**config.mk**
```make
export PLATFORM = sky130hd
export DESIGN_NAME = seven_seg_scan
export DESIGN_NICKNAME = d
export VERILOG_FILES = /design/src/rtl/seven_seg_scan.sv
export SDC_FILE = /design/constraint.sdc
export NUM_CORES = 1
export LEC_CHECK = 0
export ABC_CLOCK_PERIOD_IN_PS = 2950
export BUFFER_PORTS_ARGS = -buffer_cell sky130_fd_sc_hd__buf_2
export CORE_ASPECT_RATIO = 0.9
export CORE_MARGIN = 3
export CORE_UTILIZATION = 57
export CTS_BUF_LIST = sky130_fd_sc_hd__clkbuf_4
export CTS_CLUSTER_SIZE = 12
export DETAILED_ROUTE_END_ITERATION = 10
export HOLD_SLACK_MARGIN = 0.08
export PLACE_DENSITY = 0.88
export SYNTH_ARGS = -nofsm -noshare
export SYNTH_HDL_FRONTEND = slang
export SYNTH_SLANG_ARGS = --single-unit
export TNS_END_PERCENT = 50
```
**constraint.sdc**
```tcl
create_clock -name clk -period 2.95 [get_ports clk]
set_clock_uncertainty 0.05 [all_clocks]
set_input_delay 0.4425 -clock clk [delete_from_list [all_inputs] [get_ports clk]]
set_output_delay 0.4425 -clock clk [all_outputs]
set_load 0.1 [all_outputs]
```
**src/rtl/seven_seg_scan.sv**
```systemverilog
// Four-digit common-anode seven-segment scanner with per-slot guard interval,
// per-digit blanking and optional whole-display blink. All outputs registered.
module seven_seg_scan #(
  parameter int REFRESH_DIV  = 50000,
  parameter int BLANK_CYCLES = 500,
  parameter int BLINK_TICKS  = 128
) (
  input  logic       clk,
  input  logic       reset,
  input  logic [3:0] digit0,
  input  logic [3:0] digit1,
  input  logic [3:0] digit2,
  input  logic [3:0] digit3,
  input  logic [3:0] blank,
  input  logic       blink,
  output logic [3:0] an,
  output logic [6:0] seg,
  output logic       dp
);

  localparam int PW = $clog2(REFRESH_DIV);
  localparam int BW = (BLINK_TICKS > 1) ? $clog2(BLINK_TICKS) : 1;
  localparam logic [PW-1:0] PRE_MAX   = PW'(REFRESH_DIV - 1);
  localparam logic [PW-1:0] GUARD_END = PW'(BLANK_CYCLES);
  localparam logic [BW-1:0] BLINK_MAX = BW'(BLINK_TICKS - 1);

  logic [PW-1:0] prescaler;
  logic [1:0]    slot;
  logic [BW-1:0] blink_cnt;
  logic          blink_phase;

  logic          tick;
  logic          guard;
  logic          show;
  logic [3:0]    cur_digit;

  // Active-high {g,f,e,d,c,b,a}; A..F render as A,b,C,d,E,F.
  function automatic logic [6:0] decode(input logic [3:0] code);
    logic [6:0] s;
    case (code)
      4'h0: s = 7'h3F;
      4'h1: s = 7'h06;
      4'h2: s = 7'h5B;
      4'h3: s = 7'h4F;
      4'h4: s = 7'h66;
      4'h5: s = 7'h6D;
      4'h6: s = 7'h7D;
      4'h7: s = 7'h07;
      4'h8: s = 7'h7F;
      4'h9: s = 7'h6F;
      4'hA: s = 7'h77;
      4'hB: s = 7'h7C;
      4'hC: s = 7'h39;
      4'hD: s = 7'h5E;
      4'hE: s = 7'h79;
      default: s = 7'h71;
    endcase
    return s;
  endfunction

  always_comb begin
    tick  = (prescaler == PRE_MAX);
    guard = (prescaler < GUARD_END);
    case (slot)
      2'd0:    cur_digit = digit0;
      2'd1:    cur_digit = digit1;
      2'd2:    cur_digit = digit2;
      default: cur_digit = digit3;
    endcase
    show = !guard && !blank[slot] && !(blink && blink_phase);
  end

  always_ff @(posedge clk) begin
    if (reset) begin
      prescaler <= '0;
      slot      <= 2'd0;
    end else begin
      prescaler <= tick ? '0 : prescaler + 1'b1;
      if (tick) slot <= slot + 2'd1;
    end
  end

  // Blink counts slot ticks only while enabled; disabling clears it immediately.
  always_ff @(posedge clk) begin
    if (reset || !blink) begin
      blink_cnt   <= '0;
      blink_phase <= 1'b0;
    end else if (tick) begin
      if (blink_cnt == BLINK_MAX) begin
        blink_cnt   <= '0;
        blink_phase <= ~blink_phase;
      end else begin
        blink_cnt <= blink_cnt + 1'b1;
      end
    end
  end

  // Outputs sample the pre-edge slot/prescaler/inputs, so they trail by one clk.
  always_ff @(posedge clk) begin
    if (reset) begin
      an  <= 4'b1111;
      seg <= 7'h7F;
      dp  <= 1'b1;
    end else begin
      dp <= 1'b1;
      if (show) begin
        an  <= ~(4'b0001 << slot);
        seg <= ~decode(cur_digit);
      end else begin
        an  <= 4'b1111;
        seg <= 7'h7F;
      end
    end
  end

endmodule

```
Yosys cells after proc, flatten, opt, wreduce, memory -nomap -nowiden:

Memories as Yosys holds them, arrays and structs flattened.
Cells that the tools add are included.
W data, S select, Z words.

* flip-flop bits (word level): 37
* bits in latches: 0
* RAM bits: 0
* ROM bits: 112
* input port bits: 23
* output and inout bits: 12
* word-level logic and storage cells: 39
* memories kept: 1

Memory list
* (no name shown): words 16, bits a word 7, rd ports 1, clocked after memory_dff 0, write ports 0, RTL line 40 `case (code)`

* add/sub/neg operators: 3
* $mul: 0
* divide/modulo/power cells: 0
* magnitude comparators: 2
* eq/ne operators: 4
* shifts and indexed selects: 1
* mux-type cells: 6
* bitwise logic cells: 4
* reduce and logical (&&, ||, !) cells: 12

Operators with widths (number)
* $mux W7: 3
* $add A16 B1 Y16 const B: 1
* $eq A16 B16 Y1 const B: 1
* $lt A16 B9 Y1 const B: 1
* $pmux W4 S3: 1
* $add A7 B1 Y7 const B: 1
* $eq A7 B7 Y1 const B: 1
* $not A7 Y7: 1
* $logic_not A1 Y1: 4
* $not A4 Y4: 1
* $reduce_or A2 Y1: 2
* $shl A1 B2 Y4 const A: 1
* $logic_and A1 B1 Y1: 3
* $lt A2 B3 Y1 const B: 1
* $add A2 B1 Y2 const B: 1
* $bmux W1 S2: 1
* $eq A2 B1 Y1 const B: 1
* $eq A2 B2 Y1 const B: 1
* $logic_not A2 Y1: 1
* $not A1 Y1: 2
* $reduce_and A2 Y1: 1
* $logic_or A1 B1 Y1: 1
* $mux W1: 1

Longest topological paths before layout:

* depth in word-level cells: 8
* mapped depth: 9
* mapped depth without buffers: 9

Worst setup path before layout:

Ideal clock, no wire load.

* kind: flip-flop to flip-flop
* start: register slot[0]
* end: register seg[3]
* library setup time: 0.138 ns
* data arrival time: 1.980 ns
* data required time: 2.762 ns
* setup slack: 0.783 ns
* cell stages (with the launch flop): 10
* path buffers: 0
* period minus slack after synthesis: 2.167 ns
* path through: dfxtp_1 > inv_1 > ha_1 > a222oi_1 > mux2_2 > inv_1 > ha_1 > and2_1 > a211oi_1 > o21ai_0

* cells in the longest elaborated chain, start to end: 7
* elaborated cells between the ends (all ways): 15
* classes of those cells: 2 x eq/ne; 5 x mux; 2 x bitwise; 5 x reduce/logical; 1 x memory

RTL lines
* from (decl): RTL line 28 `logic [1:0] slot;`
* from (signal assigned): RTL line 79 `if (tick) slot <= slot + 2'd1;`
* branches (longest 7 deep; another with $mem_v2 Z16 W7)
* to (signal assigned): RTL line 108 `seg <= ~decode(cur_digit);`
* to (decl): RTL line 17 `output logic [6:0] seg,`

Parallel ways; which one is timed is not known. The select of a mux whose other input is x is not followed.
A chain may end at the register's enable or synchronous reset.

Worst setup path in the final report:

Ends and elaborated chain as after synthesis.

==> results.json <==
{
  "grt_pass1_wl_um": 6040,
  "wl_per_cell_um": 13.0,
  "ys_seq_area_frac": 0.394,
  "tns_ns": 0,
  "max_cap_violations": 0,
  "power_switching_uw": 201,
  "grt_use_met1": 0.257,
  "critPathLaunch": "slot[0]",
  "fmax_mhz": 417,
  "nets": 277,
  "crit_slowest_cell": "dfxtp_1",
  "start_util": 0.604,
  "reg2reg_depth": 9,
  "postSynth.asyncResetShare": 0,
  "routed_via_density": 5.46,
  "grt_pass1_vias": 1356,
  "diodes": 0,
  "postSynthCellCount": 207,
  "drive_above_1_share": 0.212,
  "netlist_top_cells_area": "dfxtp_1, ha_1, nor2_1",
  "placed_area_um2": 2070,
  "finalCritPeriodShare": 0.813,
  "antenna_found_initial": 0,
  "wirelength_um": 3670,
  "cp-start-kind": "flop",
  "fill_cells": 262,
  "top_usage_layer": "met2",
  "endpoint_kind": "flop",
  "cp.required_ns": 3.15,
  "cts.sinks": 37,
  "hp-start": "reset",
  "fp.dieW_um": 66.5,
  "cpLargestDelayFamily": "compound AO/OA/AOI/OAI gates",
  "rows": 19,
  "synthMostInstantiatedCell": "dfxtp_1",
  "finalSetupViolCount": 0,
  "seq_area_um2": 741,
  "place_hpwl_um": 2770,
  "clk_latency_ns": 0.35,
  "cts_tree": "yes",
  "met2_usage": 0.306,
  "hold_viol": 0,
  "drt_iter0_markers": 76,
  "p_int_uw": 626,
  "io_buffers": 33,
  "power_uw": 827,
  "cp.depth": 9,
  "yosys_most_used_dff": "dfxtp_1",
  "clkTransAtPathRegs_ns": 0.10,
  "synth_top_area_cell": "dfxtp_1",
  "design_area_um2": 2120,
  "critical_path.max_stage_delay_ns": 0.47,
  "r2r_slack_ns": 0.55,
  "globalRouteTotalUtil": 0.201,
  "gp_congestion": 0.846,
  "ir_drop_mv": 0.296,
  "die_h_um": 60.5,
  "multi_input_area_um2": 1060,
  "slew_headroom": 0.623,
  "hold_path.class": "input pin to flop",
  "path_buf_inv": 2,
  "netlist_area_um2": 1880,
  "critPathMaxFanout": 7,
  "vias": 1546,
  "post_cts_buffers": 0,
  "synth_cell_types": 43,
  "synth_top_area_frac": 0.394,
  "dieArea_um2": 4030,
  "synth_edf_count": 0,
  "r2r_end": "seg[3]",
  "fin_crit_ns": 2.40,
  "p_comb_frac": 0.080,
  "clkPwrFrac": 0.308,
  "grt_overflow_total": 0,
  "endpoint": "seg[3]",
  "p_leak_nw": 0.803,
  "core_region_area_um2": 3110,
  "root_buffer": "clkbuf_4",
  "holdWs_ns": 0.266,
  "switching_share": 0.243,
  "cts-buffers-inserted": 5,
  "htree_levels": 2,
  "status": "completed",
  "powerDensity_nw_per_um2": 390,
  "clk_path_buf_depth": 2,
  "crit_type": "flop to flop",
  "synth_commonest_cells": "dfxtp_1, nor2_1, nand2_1",
  "p_seq_frac": 0.612,
  "grt_util_met3": 0.0759,
  "ant_nets": 0,
  "r2r_start": "slot[0]",
  "num_io_pins": 35,
  "grt_max_degree": 17,
  "area_growth_pct": 12.8,
  "worstPathCellList": "inv_1 -> ha_1 -> a222oi_1 -> mux2_2 -> inv_1 -> ha_1 -> and2_1 -> a211oi_1 -> o21ai_0",
  "worstMarginPinSlew_ns": 0.549,
  "avgSynthCellArea_um2": 9.08,
  "postCtsHoldBufs": 0,
  "grt_setup_unrepaired": "no",
  "post_cts_resized": 0,
  "drt_drc_violations_left": 0,
  "arrival_ns": 2.59,
  "finalMaxSlewViolations": 0,
  "ys_warn_count": 0,
  "ys_seq_elements": 37,
  "syn_nets": 243,
  "first_pass_iters": 4
}
-- worst reg2reg max path, cell delays in order (launching register included) --
cell      delay, ns
dfxtp_1        0.47
inv_1          0.11
ha_1           0.26
a222oi_1       0.32
mux2_2         0.29
inv_1          0.14
ha_1           0.24
and2_1         0.16
a211oi_1       0.15
o21ai_0        0.09
-- registers in the layout, summed over array words and instances, names as in the netlist --
name         cells
slot             2
blink_phase      1
blink_cnt        7
seg              7
an               4
prescaler       16
-- kinds of logic (layout without fill, tap and decap cells) --
| kind of cell | after synthesis | after routing | share of synthesized area |
|---|---|---|---|
| xor gates and xnor gates | 18 | 18 | 0.0838 |
| other | 1 | 1 | 0.00199 |
| buffers and inverters | 17 | 51 | 0.0399 |
| muxes | 8 | 8 | 0.0512 |
| DFF | 37 | 37 | 0.394 |
| adders and majority gates | 13 | 13 | 0.0865 |
| and+or+nand+nor | 86 | 86 | 0.247 |
| AOI/OAI and AO/OA | 27 | 27 | 0.0958 |
-- how the worst min path moves through the flow --
stage / endpoint / slack [ns] / cells past startpoint
4_1_cts: slot[1] / 0.25 / 2
3_3_place_gp: prescaler[0] / 0.39 / 1
6_report: slot[1] / 0.27 / 2
3_5_place_dp: prescaler[0] / 0.41 / 1
5_1_grt: slot[1] / 0.26 / 2
2_1_floorplan: prescaler[0] / 0.38 / 1
-- power groups by stage --
stage          Sequential (mW)  Combinational (mW)  Clock [mW]
6_report                 0.506              0.0660       0.254
5_1_grt                  0.507              0.0747       0.283
4_1_cts                  0.507              0.0663       0.263
3_5_place_dp             0.518              0.0658           0
3_3_place_gp             0.518              0.0653           0
2_1_floorplan            0.517              0.0448           0
-- metrics by stage --
| step | setup slack [ns] | utilization | instances |
|---|---|---|---|
| CTS | 0.559 | 0.681 | 283 |
| finish | 0.553 | 0.681 | 283 |
| floorplan | 0.783 | - | 207 |
| detailed placement | 0.574 | 0.665 | 276 |
| global route | 0.338 | 0.681 | 283 |
| global placement | 0.674 | 0.665 | 276 |
-- routing by layer --
| layer | wire length (um) | vias to the layer above |
|---|---|---|
| met5 | 0 | - |
| met2 | 1680 | 30 |
| li1 | - | 794 |
| met1 | 1740 | 715 |
| met4 | 76 | 0 |
| met3 | 176 | 7 |
-- layout by cell type (no fill, tap or decap), types with 2 or more instances in the layout --
| master | count |
|---|---|
| nand3_1 | 10 |
| and4_1 | 2 |
| buf_2 | 33 |
| o21ai_0 | 7 |
| nand2_1 | 18 |
| xor2_1 | 10 |
| o211ai_1 | 2 |
| nor4_1 | 2 |
| clkbuf_4 | 6 |
| a21oi_1 | 8 |
| buf_4 | 2 |
| dfxtp_1 | 37 |
| nand4_1 | 5 |
| ha_1 | 13 |
| and2_1 | 3 |
| mux2_2 | 3 |
| and3_1 | 3 |
| a222oi_1 | 4 |
| or3_1 | 4 |
| xnor2_1 | 8 |
| mux2i_1 | 4 |
| inv_1 | 9 |
| nor2_1 | 28 |
-- cell type report --
| class | instances | area share |
|---|---|---|
| well taps | 42 | 0.0248 |
| multi-input cells | 153 | 0.502 |
| clock inverters | 1 | 0.00177 |
| repair buffers | 35 | 0.0850 |
| clock buffers | 6 | 0.0212 |
| inverters | 9 | 0.0159 |
| flip-flops and latches | 37 | 0.349 |
(Power assumes the default switching activity.)
